File: config.mk
export PLATFORM = sky130hd
export DESIGN_NAME = instruction_decode
export DESIGN_NICKNAME = d
export VERILOG_FILES = /design/src/rtl/accel_isa_pkg.sv /design/src/rtl/decode_scoreboard.sv /design/src/rtl/instruction_decode.sv
export SDC_FILE = /design/constraint.sdc
export NUM_CORES = 1
export LEC_CHECK = 0
export BUFFER_PORTS_ARGS = -buffer_cell sky130_fd_sc_hd__buf_2
export CORE_MARGIN = 4
export CORE_UTILIZATION = 50
export DETAILED_ROUTE_END_ITERATION = 10
export PLACE_DENSITY = 0.77
export SKIP_CTS_REPAIR_TIMING = 1
export SLEW_MARGIN = 20
export SYNTH_ARGS = -nofsm -noshare
export SYNTH_HDL_FRONTEND = slang
export SYNTH_SLANG_ARGS = --single-unit
File: constraint.sdc
create_clock -name clk -period 3.3 [get_ports clk]
set_clock_uncertainty 0.2 [all_clocks]
set_input_delay 0.165 -clock clk [delete_from_list [all_inputs] [get_ports clk]]
set_output_delay 0.165 -clock clk [all_outputs]
set_load 0.1 [all_outputs]
File: src/rtl/accel_isa_pkg.sv
`default_nettype none
// ============================================================================
// accel_isa_pkg : opcodes, instruction field layout and decode FSM states
// Rev 1.0
// ============================================================================
package accel_isa_pkg;

  localparam logic [6:0] OPC_VFP    = 7'h57;
  localparam logic [6:0] OPC_VLOAD  = 7'h07;
  localparam logic [6:0] OPC_VSTORE = 7'h27;
  localparam logic [6:0] OPC_JALR   = 7'h67;
  localparam logic [6:0] OPC_HALT   = 7'h7F;

  typedef struct packed {
    logic [6:0] funct7;
    logic [4:0] rs2;
    logic [4:0] rs1;
    logic [2:0] funct3;
    logic [4:0] rd;
    logic [6:0] opc;
  } instr_fields_t;

  typedef enum logic [1:0] {
    IDLE   = 2'd0,
    RUN    = 2'd1,
    DRAIN  = 2'd2,
    HALTED = 2'd3
  } decode_state_e;

  // imm12 overlays funct7/rs2
  function automatic logic [11:0] imm12_of(input instr_fields_t f);
    return {f.funct7, f.rs2};
  endfunction

endpackage
`default_nettype wire

File: src/rtl/decode_scoreboard.sv
`default_nettype none
// ============================================================================
// decode_scoreboard : pending-write bit per vector register, 3 read ports
// Rev 1.0
// ============================================================================
module decode_scoreboard #(
  parameter int NUM_REGS = 32
) (
  input  logic                        clk,
  input  logic                        rst_n,
  input  logic                        set_en,
  input  logic [$clog2(NUM_REGS)-1:0] set_addr,
  input  logic                        clr_en,
  input  logic [$clog2(NUM_REGS)-1:0] clr_addr,
  input  logic [$clog2(NUM_REGS)-1:0] rd_addr0,
  input  logic [$clog2(NUM_REGS)-1:0] rd_addr1,
  input  logic [$clog2(NUM_REGS)-1:0] rd_addr2,
  output logic                        rd_pend0,
  output logic                        rd_pend1,
  output logic                        rd_pend2,
  output logic                        empty_next
);

  logic [NUM_REGS-1:0] r_pending;
  logic [NUM_REGS-1:0] w_set_mask;
  logic [NUM_REGS-1:0] w_clr_mask;
  logic [NUM_REGS-1:0] w_pending_nxt;

  // Set is applied after clear so a same-register set/clear leaves the bit set
  always_comb begin
    w_set_mask = '0;
    w_clr_mask = '0;
    if (set_en) w_set_mask[set_addr] = 1'b1;
    if (clr_en) w_clr_mask[clr_addr] = 1'b1;
    w_pending_nxt = (r_pending & ~w_clr_mask) | w_set_mask;
  end

  always_ff @(posedge clk) begin
    if (!rst_n) r_pending <= '0;
    else        r_pending <= w_pending_nxt;
  end

  assign rd_pend0   = r_pending[rd_addr0];
  assign rd_pend1   = r_pending[rd_addr1];
  assign rd_pend2   = r_pending[rd_addr2];
  assign empty_next = ~|w_pending_nxt;

endmodule
`default_nettype wire

File: src/rtl/instruction_decode.sv
`default_nettype none
// ============================================================================
// instruction_decode : decode/issue stage with RAW/WAW scoreboard and run/halt
// Rev 1.0
// ============================================================================
module instruction_decode
  import accel_isa_pkg::*;
#(
  parameter int ADDR_WIDTH = 8,
  parameter int INSTR_W    = 32,
  parameter int DATA_W     = 32,
  parameter int NUM_REGS   = 32
) (
  input  logic                        clk,
  input  logic                        rst_n,
  input  logic                        start,
  input  logic [INSTR_W-1:0]          instr,
  input  logic [DATA_W-1:0]           rs1_data,
  input  logic                        wb_valid,
  input  logic [$clog2(NUM_REGS)-1:0] wb_addr,
  input  logic                        exe_ready,
  output logic                        fetch_en,
  output logic                        jump_reg,
  output logic [ADDR_WIDTH-1:0]       jr_pc,
  output logic                        issue_valid,
  output logic [6:0]                  issue_opc,
  output logic [$clog2(NUM_REGS)-1:0] issue_rd,
  output logic [$clog2(NUM_REGS)-1:0] issue_rs1,
  output logic [$clog2(NUM_REGS)-1:0] issue_rs2,
  output logic [9:0]                  issue_funct,
  output logic                        done
);

  localparam int RA_W = $clog2(NUM_REGS);

  decode_state_e r_state;
  logic          r_squash;
  logic          r_issue_valid;
  logic [6:0]    r_issue_opc;
  logic [RA_W-1:0] r_issue_rd, r_issue_rs1, r_issue_rs2;
  logic [9:0]    r_issue_funct;
  logic          r_done;

  instr_fields_t   w_f;
  logic [11:0]     w_imm;
  logic            w_is_vfp, w_is_vload, w_is_vstore, w_is_jalr, w_is_halt, w_is_vec;
  logic            w_p_rs1, w_p_rs2, w_p_rd, w_hazard, w_stall;
  logic            w_accept, w_issue_load, w_issue_valid_nxt, w_sb_empty_next;
  logic [ADDR_WIDTH-1:0] w_target;

  assign w_f         = instr_fields_t'(instr[31:0]);
  assign w_imm       = imm12_of(w_f);
  assign w_is_vfp    = (w_f.opc == OPC_VFP);
  assign w_is_vload  = (w_f.opc == OPC_VLOAD);
  assign w_is_vstore = (w_f.opc == OPC_VSTORE);
  assign w_is_jalr   = (w_f.opc == OPC_JALR);
  assign w_is_halt   = (w_f.opc == OPC_HALT);
  assign w_is_vec    = w_is_vfp | w_is_vload | w_is_vstore;

  decode_scoreboard #(.NUM_REGS(NUM_REGS)) u_scoreboard (
    .clk        (clk),
    .rst_n      (rst_n),
    .set_en     (w_accept & (w_is_vfp | w_is_vload)),
    .set_addr   (RA_W'(w_f.rd)),
    .clr_en     (wb_valid),
    .clr_addr   (wb_addr),
    .rd_addr0   (RA_W'(w_f.rs1)),
    .rd_addr1   (RA_W'(w_f.rs2)),
    .rd_addr2   (RA_W'(w_f.rd)),
    .rd_pend0   (w_p_rs1),
    .rd_pend1   (w_p_rs2),
    .rd_pend2   (w_p_rd),
    .empty_next (w_sb_empty_next)
  );

  // A squashed word is garbage, so it must never raise a hazard
  assign w_hazard = ~r_squash & ((w_is_vfp & (w_p_rs1 | w_p_rs2 | w_p_rd)) |
                                 ((w_is_vload | w_is_vstore) & w_p_rd));
  assign w_stall  = w_hazard | (r_issue_valid & ~exe_ready);
  assign fetch_en = (r_state == RUN) & ~w_stall;
  assign w_accept = fetch_en & ~r_squash;

  assign w_target = ADDR_WIDTH'(rs1_data + {{(DATA_W-12){w_imm[11]}}, w_imm});
  assign jump_reg = w_accept & w_is_jalr;
  assign jr_pc    = jump_reg ? w_target : '0;

  assign w_issue_load      = w_accept & w_is_vec;
  assign w_issue_valid_nxt = w_issue_load | (r_issue_valid & ~exe_ready);

  always_ff @(posedge clk) begin
    if (!rst_n) begin
      r_state       <= IDLE;
      r_squash      <= 1'b0;
      r_issue_valid <= 1'b0;
      r_issue_opc   <= '0;
      r_issue_rd    <= '0;
      r_issue_rs1   <= '0;
      r_issue_rs2   <= '0;
      r_issue_funct <= '0;
      r_done        <= 1'b0;
    end else begin
      r_issue_valid <= w_issue_valid_nxt;
      if (w_issue_load) begin
        r_issue_opc   <= w_f.opc;
        r_issue_rd    <= RA_W'(w_f.rd);
        r_issue_rs1   <= RA_W'(w_f.rs1);
        r_issue_rs2   <= RA_W'(w_f.rs2);
        r_issue_funct <= {w_f.funct7, w_f.funct3};
      end
      // Squash holds until fetch actually advances past the discarded word
      if ((r_state == IDLE && start) || jump_reg) r_squash <= 1'b1;
      else if (fetch_en)                         r_squash <= 1'b0;
      case (r_state)
        IDLE:    if (start) r_state <= RUN;
        RUN:     if (w_accept && w_is_halt) r_state <= DRAIN;
        DRAIN: begin
          if (w_sb_empty_next && !w_issue_valid_nxt) begin
            r_state <= HALTED;
            r_done  <= 1'b1;
          end
        end
        HALTED:  r_state <= HALTED;
        default: r_state <= IDLE;
      endcase
    end
  end

  assign issue_valid = r_issue_valid;
  assign issue_opc   = r_issue_opc;
  assign issue_rd    = r_issue_rd;
  assign issue_rs1   = r_issue_rs1;
  assign issue_rs2   = r_issue_rs2;
  assign issue_funct = r_issue_funct;
  assign done        = r_done;

endmodule
`default_nettype wire
After elaboration in Yosys (flattened, before gate mapping)
Cells that the tools add are included.
{ "word_totals": {"register_bits": 69, "out_inout_bits": 44, "elab_cells": 83} }
{ "op_classes": {"addsub": 1, "magnitude_cmp": 6, "n_eq_ne": 11, "muxes": 19, "n_bitwise": 23, "reduce_logical": 13} }
{ "op_table": {"columns": ["op", "count"], "rows": [
  ["$mux W32", 2],
  ["$and A32 B32 Y32", 1],
  ["$not A32 Y32", 1],
  ["$or A32 B32 Y32", 1],
  ["$reduce_or A32 Y1", 1],
  ["$lt A5 B6 Y1 const B", 4],
  ["$eq A7 B7 Y1 const B", 3],
  ["$bmux W1 S5", 3],
  ["$demux W1 S5", 2],
  ["$ge A5 B1 Y1 const B", 2],
  ["$and A1 B1 Y1", 9],
  ["$add A8 B8 Y8", 1],
  ["$mux W8", 1],
  ["$or A1 B1 Y1", 8],
  ["$pmux W2 S4", 1],
  ["$eq A7 B3 Y1 const B", 1],
  ["$eq A7 B6 Y1 const B", 1],
  ["$mux W1", 7],
  ["$mux W2", 3],
  ["$logic_and A1 B1 Y1", 5],
  ["$eq A2 B2 Y1 const B", 2],
  ["$ne A2 B2 Y1 const B", 2],
  ["$not A1 Y1", 3],
  ["$reduce_and A3 Y1", 1],
  ["7 further kinds", 8]
]} }

Longest topological paths before layout
{ "depth": {"depth_word": 19, "mapped_depth": 11} }

By module
Synthesis repeated with hierarchy kept, for this count alone.
{ "hier_totals": {"cells_unflattened": 437, "area_unflattened_um2": 4126.5} }
{ "modules_own_cells": {"columns": ["mod", "n_inst", "cells_each", "area_per_inst_um2", "seq_area_each_um2"], "rows": [
  ["decode_scoreboard", 1, 226, 2366.0, 640.6],
  ["instruction_decode", 1, 211, 1760.4, 740.7]
]} }

Worst setup path after synthesis
Ideal clock, no wire load.
{ "synth_timing": {"path_type": "flip-flop to output port", "startpoint": "register r_issue_valid, in the netlist issue_valid", "endpoint": "output port jr_pc[0]", "arrival_ps": 3309, "required_ps": 2935, "slack_ps": -374, "stages_incl_launch_ff": 10, "path_cell_list": "dfxtp_1 -> nor2b_1 -> nor2_1 -> nand2_1 -> nor2_1 -> nand3_1 -> or3_1 -> clkbuf_1 -> inv_1 -> and2_1"} }
{ "synth_between": {"elab_chain_len": 7} }
{ "synth_rtl": {"columns": ["item", "line", "rtl"], "rows": [
  ["from (decl)", "instruction_decode.sv:38", "logic r_issue_valid;"],
  ["from (signal assigned)", "instruction_decode.sv:102", "r_issue_valid <= w_issue_valid_nxt;"],
  ["$and A1 B1 Y1", "instruction_decode.sv:79", "assign w_stall = w_hazard | (r_issue_valid & ~exe_ready);"],
  ["$or A1 B1 Y1", "instruction_decode.sv:79", null],
  ["$not A1 Y1", "instruction_decode.sv:80", "assign fetch_en = (r_state == RUN) & ~w_stall;"],
  ["$and A1 B1 Y1", "instruction_decode.sv:80", null],
  ["$and A1 B1 Y1", "instruction_decode.sv:81", "assign w_accept = fetch_en & ~r_squash;"],
  ["$and A1 B1 Y1", "instruction_decode.sv:84", "assign jump_reg = w_accept & w_is_jalr;"],
  ["net jump_reg", "instruction_decode.sv:23", "output logic jump_reg,"],
  ["$mux W8", "instruction_decode.sv:85", "assign jr_pc = jump_reg ? w_target : '0;"],
  ["to (decl)", "instruction_decode.sv:24", "output logic [ADDR_WIDTH-1:0] jr_pc,"]
]} }
The timed path passes the listed nets, and every way through them passes these cells.

Worst setup path in the final report
{ "layout_timing": {"startpoint": "input port instr[17]", "endpoint": "output port fetch_en"} }
{ "layout_between": {"elab_chain_len": 10} }
{ "layout_rtl": {"columns": ["item", "line", "rtl"], "rows": [
  ["from (decl)", "instruction_decode.sv:17", "input logic [INSTR_W-1:0] instr,"],
  ["$bmux W1 S5", "decode_scoreboard.sv:43", "assign rd_pend0 = r_pending[rd_addr0];"],
  ["$mux W1 (implied by the code)", "decode_scoreboard.sv:43", null],
  ["$or A1 B1 Y1 (2 in series)", "instruction_decode.sv:77", "assign w_hazard = ~r_squash & ((w_is_vfp & (w_p_rs1 | w_p_rs2 | w_p_rd)) |"],
  ["$and A1 B1 Y1", "instruction_decode.sv:77", null],
  ["$or A1 B1 Y1", "instruction_decode.sv:77", null],
  ["$and A1 B1 Y1", "instruction_decode.sv:77", null],
  ["$or A1 B1 Y1", "instruction_decode.sv:79", null],
  ["$not A1 Y1", "instruction_decode.sv:80", null],
  ["$and A1 B1 Y1", "instruction_decode.sv:80", null],
  ["to (decl)", "instruction_decode.sv:22", "output logic fetch_en,"]
]} }
Every way passes these cells. The select of a mux whose other input is x is not followed.

==> results.py <==
metrics = {
    "pwr": {
        "p_per_area_nw_per_um2": 379,
        "ir_drop_v": 0.000208,
        "switchingPower_mw": 0.494,
        "p_int_mw": 1.38,
        "p_clk_frac": 0.421,
        "pwr-share-comb": 0.132,
        "p_leak_nw": 2.01,
        "power_frac_seq": 0.447,
        "swShare": 0.263,
    },
    "worst_setup_path": {
        "r2r-start": "u_scoreboard.r_pending[9]",
        "reg2reg_slack_ps": 460,
        "crit_path_start_kind": "input port",
        "r2r_end": "u_scoreboard.r_pending[13]",
        "critPathCapture": "fetch_en",
        "critPathKind": "input port to output pin",
        "crit_required_ps": 2930,
        "path_max_fanout": 9,
        "cp-end-kind": "output pin",
        "r2r_cells": 8,
        "crit_start": "instr[17]",
        "arrival_ps": 2790,
    },
    "clock_network": {
        "cts-root-buf": "clkbuf_8",
        "clockBufferDepth": 2,
        "cts.clk_slew.worst_paths_ps": 70,
        "cts_made_buffers": 9,
        "htreeDepth": 3,
        "clock-sinks": 69,
        "cts_tree": "built",
        "clkLatencyLatePin_ps": 350,
    },
    "place": {
        "port_buffers": 93,
        "gp_congestion": 0.951,
        "dpl_worst_slack_ps": 310,
        "dp_hpwl_microns": 8580,
    },
    "synthesis": {
        "synth_area_leaders": "dfxtp_1 (34%), mux4_2 (7.8%), o21ai_0 (6.7%), mux2i_1 (5.9%), nand3_1 (4.8%)",
        "seq_area_frac_synth": 0.341,
        "ys_warn_count": 0,
        "yosysTopAreaCellShare": 0.341,
        "ys_dominant_reg_cell": "dfxtp_1",
        "syn_nets": 552,
        "yosysTopAreaCell": "dfxtp_1",
        "synthCells": 470,
        "async_flop_share": 0,
        "ys_ff_latch": 69,
        "syn-cell-area_sq_um": 4050,
        "avgSynthCellArea_sq_um": 8.62,
        "synth-edff-count": 0,
        "synth.distinct_cells": 51,
    },
    "status": {
        "status": "finished with violations",
        "violations": "hold timing",
    },
    "timing": {
        "relSlewSlack": 0.562,
        "hold_ws_ps": -57.5,
        "final_max_slew_viol_count": 0,
        "final_hold_viol_count": 3,
        "rsz0062_at_grt": "false",
        "finalSetupViolCount": 0,
        "setup_tns_ps": 0,
        "post-route-worst-setup-slack_ps": 143,
        "max_freq_ghz": 0.317,
        "period_share": 0.957,
        "finalWorstPathRequiredPeriod_ps": 3160,
        "tightest_slew_ps": 657,
    },
    "die": {
        "die_area_sq_um": 9600,
        "initial_utilization": 0.519,
        "die_h_microns": 98,
        "placement_rows": 32,
        "ios": 118,
        "core_area_sq_um": 7810,
        "die_w_microns": 98,
    },
    "routing": {
        "routed_wl_microns": 12300,
        "ant_nets": 0,
        "drt_iter0_drc": 353,
        "via_count": 4158,
        "vias_per_cell": 6.23,
        "wl_per_cell_microns": 18.4,
        "drc_errors": 0,
        "drt_pass1_iterations": 5,
    },
    "run": {
        "drv_cap": 0,
    },
    "global_route": {
        "antenna_found_initial": 0,
        "gr-usage-all-layers": 0.247,
        "grt_pass1_vias": 3879,
        "grt_start_max_net_pins": 71,
        "grt_overflow": 0,
        "grt_pass1_wl_microns": 19400,
    },
    "min_path": {
        "hold_class": "input port to flop",
    },
    "layout": {
        "layout.nets": 642,
        "final_common_cell": "buf_2",
        "final_cell_mix": "buf_2 (93), dfxtp_1 (68), o21ai_0 (54), nand2_1 (44), nand3_1 (39)",
        "syn2layout_area_growth_pct": 22.3,
        "n_fill_cell": 682,
        "drive_gt1_frac": 0.258,
        "antenna_cells": 0,
    },
}
flip-flops by register name (all words and copies together), names as in the netlist:
| register | flops |
|---|---|
| issue_opc | 7 |
| u_scoreboard.r_pending | 32 |
| issue_rs2 | 5 |
| issue_valid | 1 |
| issue_rd | 5 |
| r_state | 2 |
| issue_funct | 10 |
| r_squash | 1 |
| issue_rs1 | 5 |
| done | 1 |
power by group through the flow:
stage	clock [mW]	sequential, mW	combinational (mW)
after floorplan	0	0.867	0.143
after global placement	0	0.857	0.220
after detailed placement	0	0.857	0.226
after CTS	0.799	0.838	0.228
after global routing	0.831	0.838	0.269
final	0.790	0.838	0.248
metrics by stage:
step / power [mW] / std cells / util / cell area (sq um) / hold WS, ps
3_5_place_dp: 1.08 / 633 / 0.582 / 4540 / 188
6_report: 1.88 / 667 / 0.635 / 4950 / -57.5
5_1_grt: 1.94 / 667 / 0.635 / 4950 / 0.492
4_1_cts: 1.87 / 649 / 0.612 / 4770 / -181
2_1_floorplan: 1.01 / 470 / - / 4060 / 95.4
3_3_place_gp: 1.08 / 633 / 0.582 / 4540 / 179
synthesized netlist by cell type (2+ instances only):
master	count
mux2i_1	24
dfxtp_1	69
or2_2	5
or4bb_1	2
nor3_1	7
or3b_2	5
a32o_1	4
o22ai_1	5
a211oi_1	2
o21a_1	11
nand4_1	6
a21oi_1	11
nand3b_1	11
o21ai_0	54
mux4_2	14
a22oi_1	4
o21bai_1	3
ha_1	7
xor2_1	3
inv_1	5
and2_1	4
buf_2	5
o32ai_1	19
a21o_1	2
nand2b_1	3
nor2b_1	7
nand3_1	39
nor2_1	28
a22o_1	5
nand2_1	44
or3_1	7
clkbuf_1	30
nor4_1	3
xnor2_1	5
kinds of logic (layout without fill, tap and decap cells):
| group | Yosys count | count (layout) | share of synthesized area |
|---|---|---|---|
| and+or+nand+nor | 179 | 179 | 0.231 |
| adders and majority gates | 8 | 8 | 0.0266 |
| muxes | 38 | 38 | 0.137 |
| DFF | 69 | 69 | 0.341 |
| buffers and inverters | 42 | 137 | 0.0433 |
| xor gates and xnor gates | 8 | 8 | 0.0173 |
| AOI/OAI and AO/OA | 126 | 126 | 0.203 |
worst min path at each step:
stage	startpoint	to	slack [ps]	cells after the start
2_1_floorplan	instr[12]	issue_funct[0]	100	2
3_3_place_gp	instr[29]	issue_funct[7]	180	3
3_5_place_dp	instr[30]	issue_funct[8]	190	3
4_1_cts	instr[30]	issue_funct[8]	-180	3
5_1_grt	instr[16]	issue_rs1[1]	0.5	3
6_report	instr[16]	issue_rs1[1]	-60	3
final cells by class:
cell class / count / area, sq um / share of cell area
Multi-Input combinational cell: 359 / 2510 / 0.506
Sequential cell: 69 / 1380 / 0.279
Timing Repair Buffer: 116 / 683 / 0.138
Clock buffer: 10 / 138 / 0.0278
Tap cell: 102 / 128 / 0.0258
Clock inverter: 6 / 93.8 / 0.0189
Inverter: 5 / 22.5 / 0.00455
worst max-delay path, stage by stage:
cell and delay, ps:
dlygate4sd3_1 510, buf_2 240, mux4_2 330, o22ai_1 230, a2111oi_0 110, a31o_2 260
or2_1 240, o21ba_2 200, nor2_2 70, buf_2 430
per-layer routing:
metal  GRT usage  vias to the layer above  routed length (microns)
met5           0                        -                        0
met4       0.113                        0                      321
met3      0.0579                       30                     1270
met2       0.393                      230                     5730
met1       0.319                     1953                     4960
li1            -                     1945                        -
Note: power is estimated with default switching activity, not from simulation.
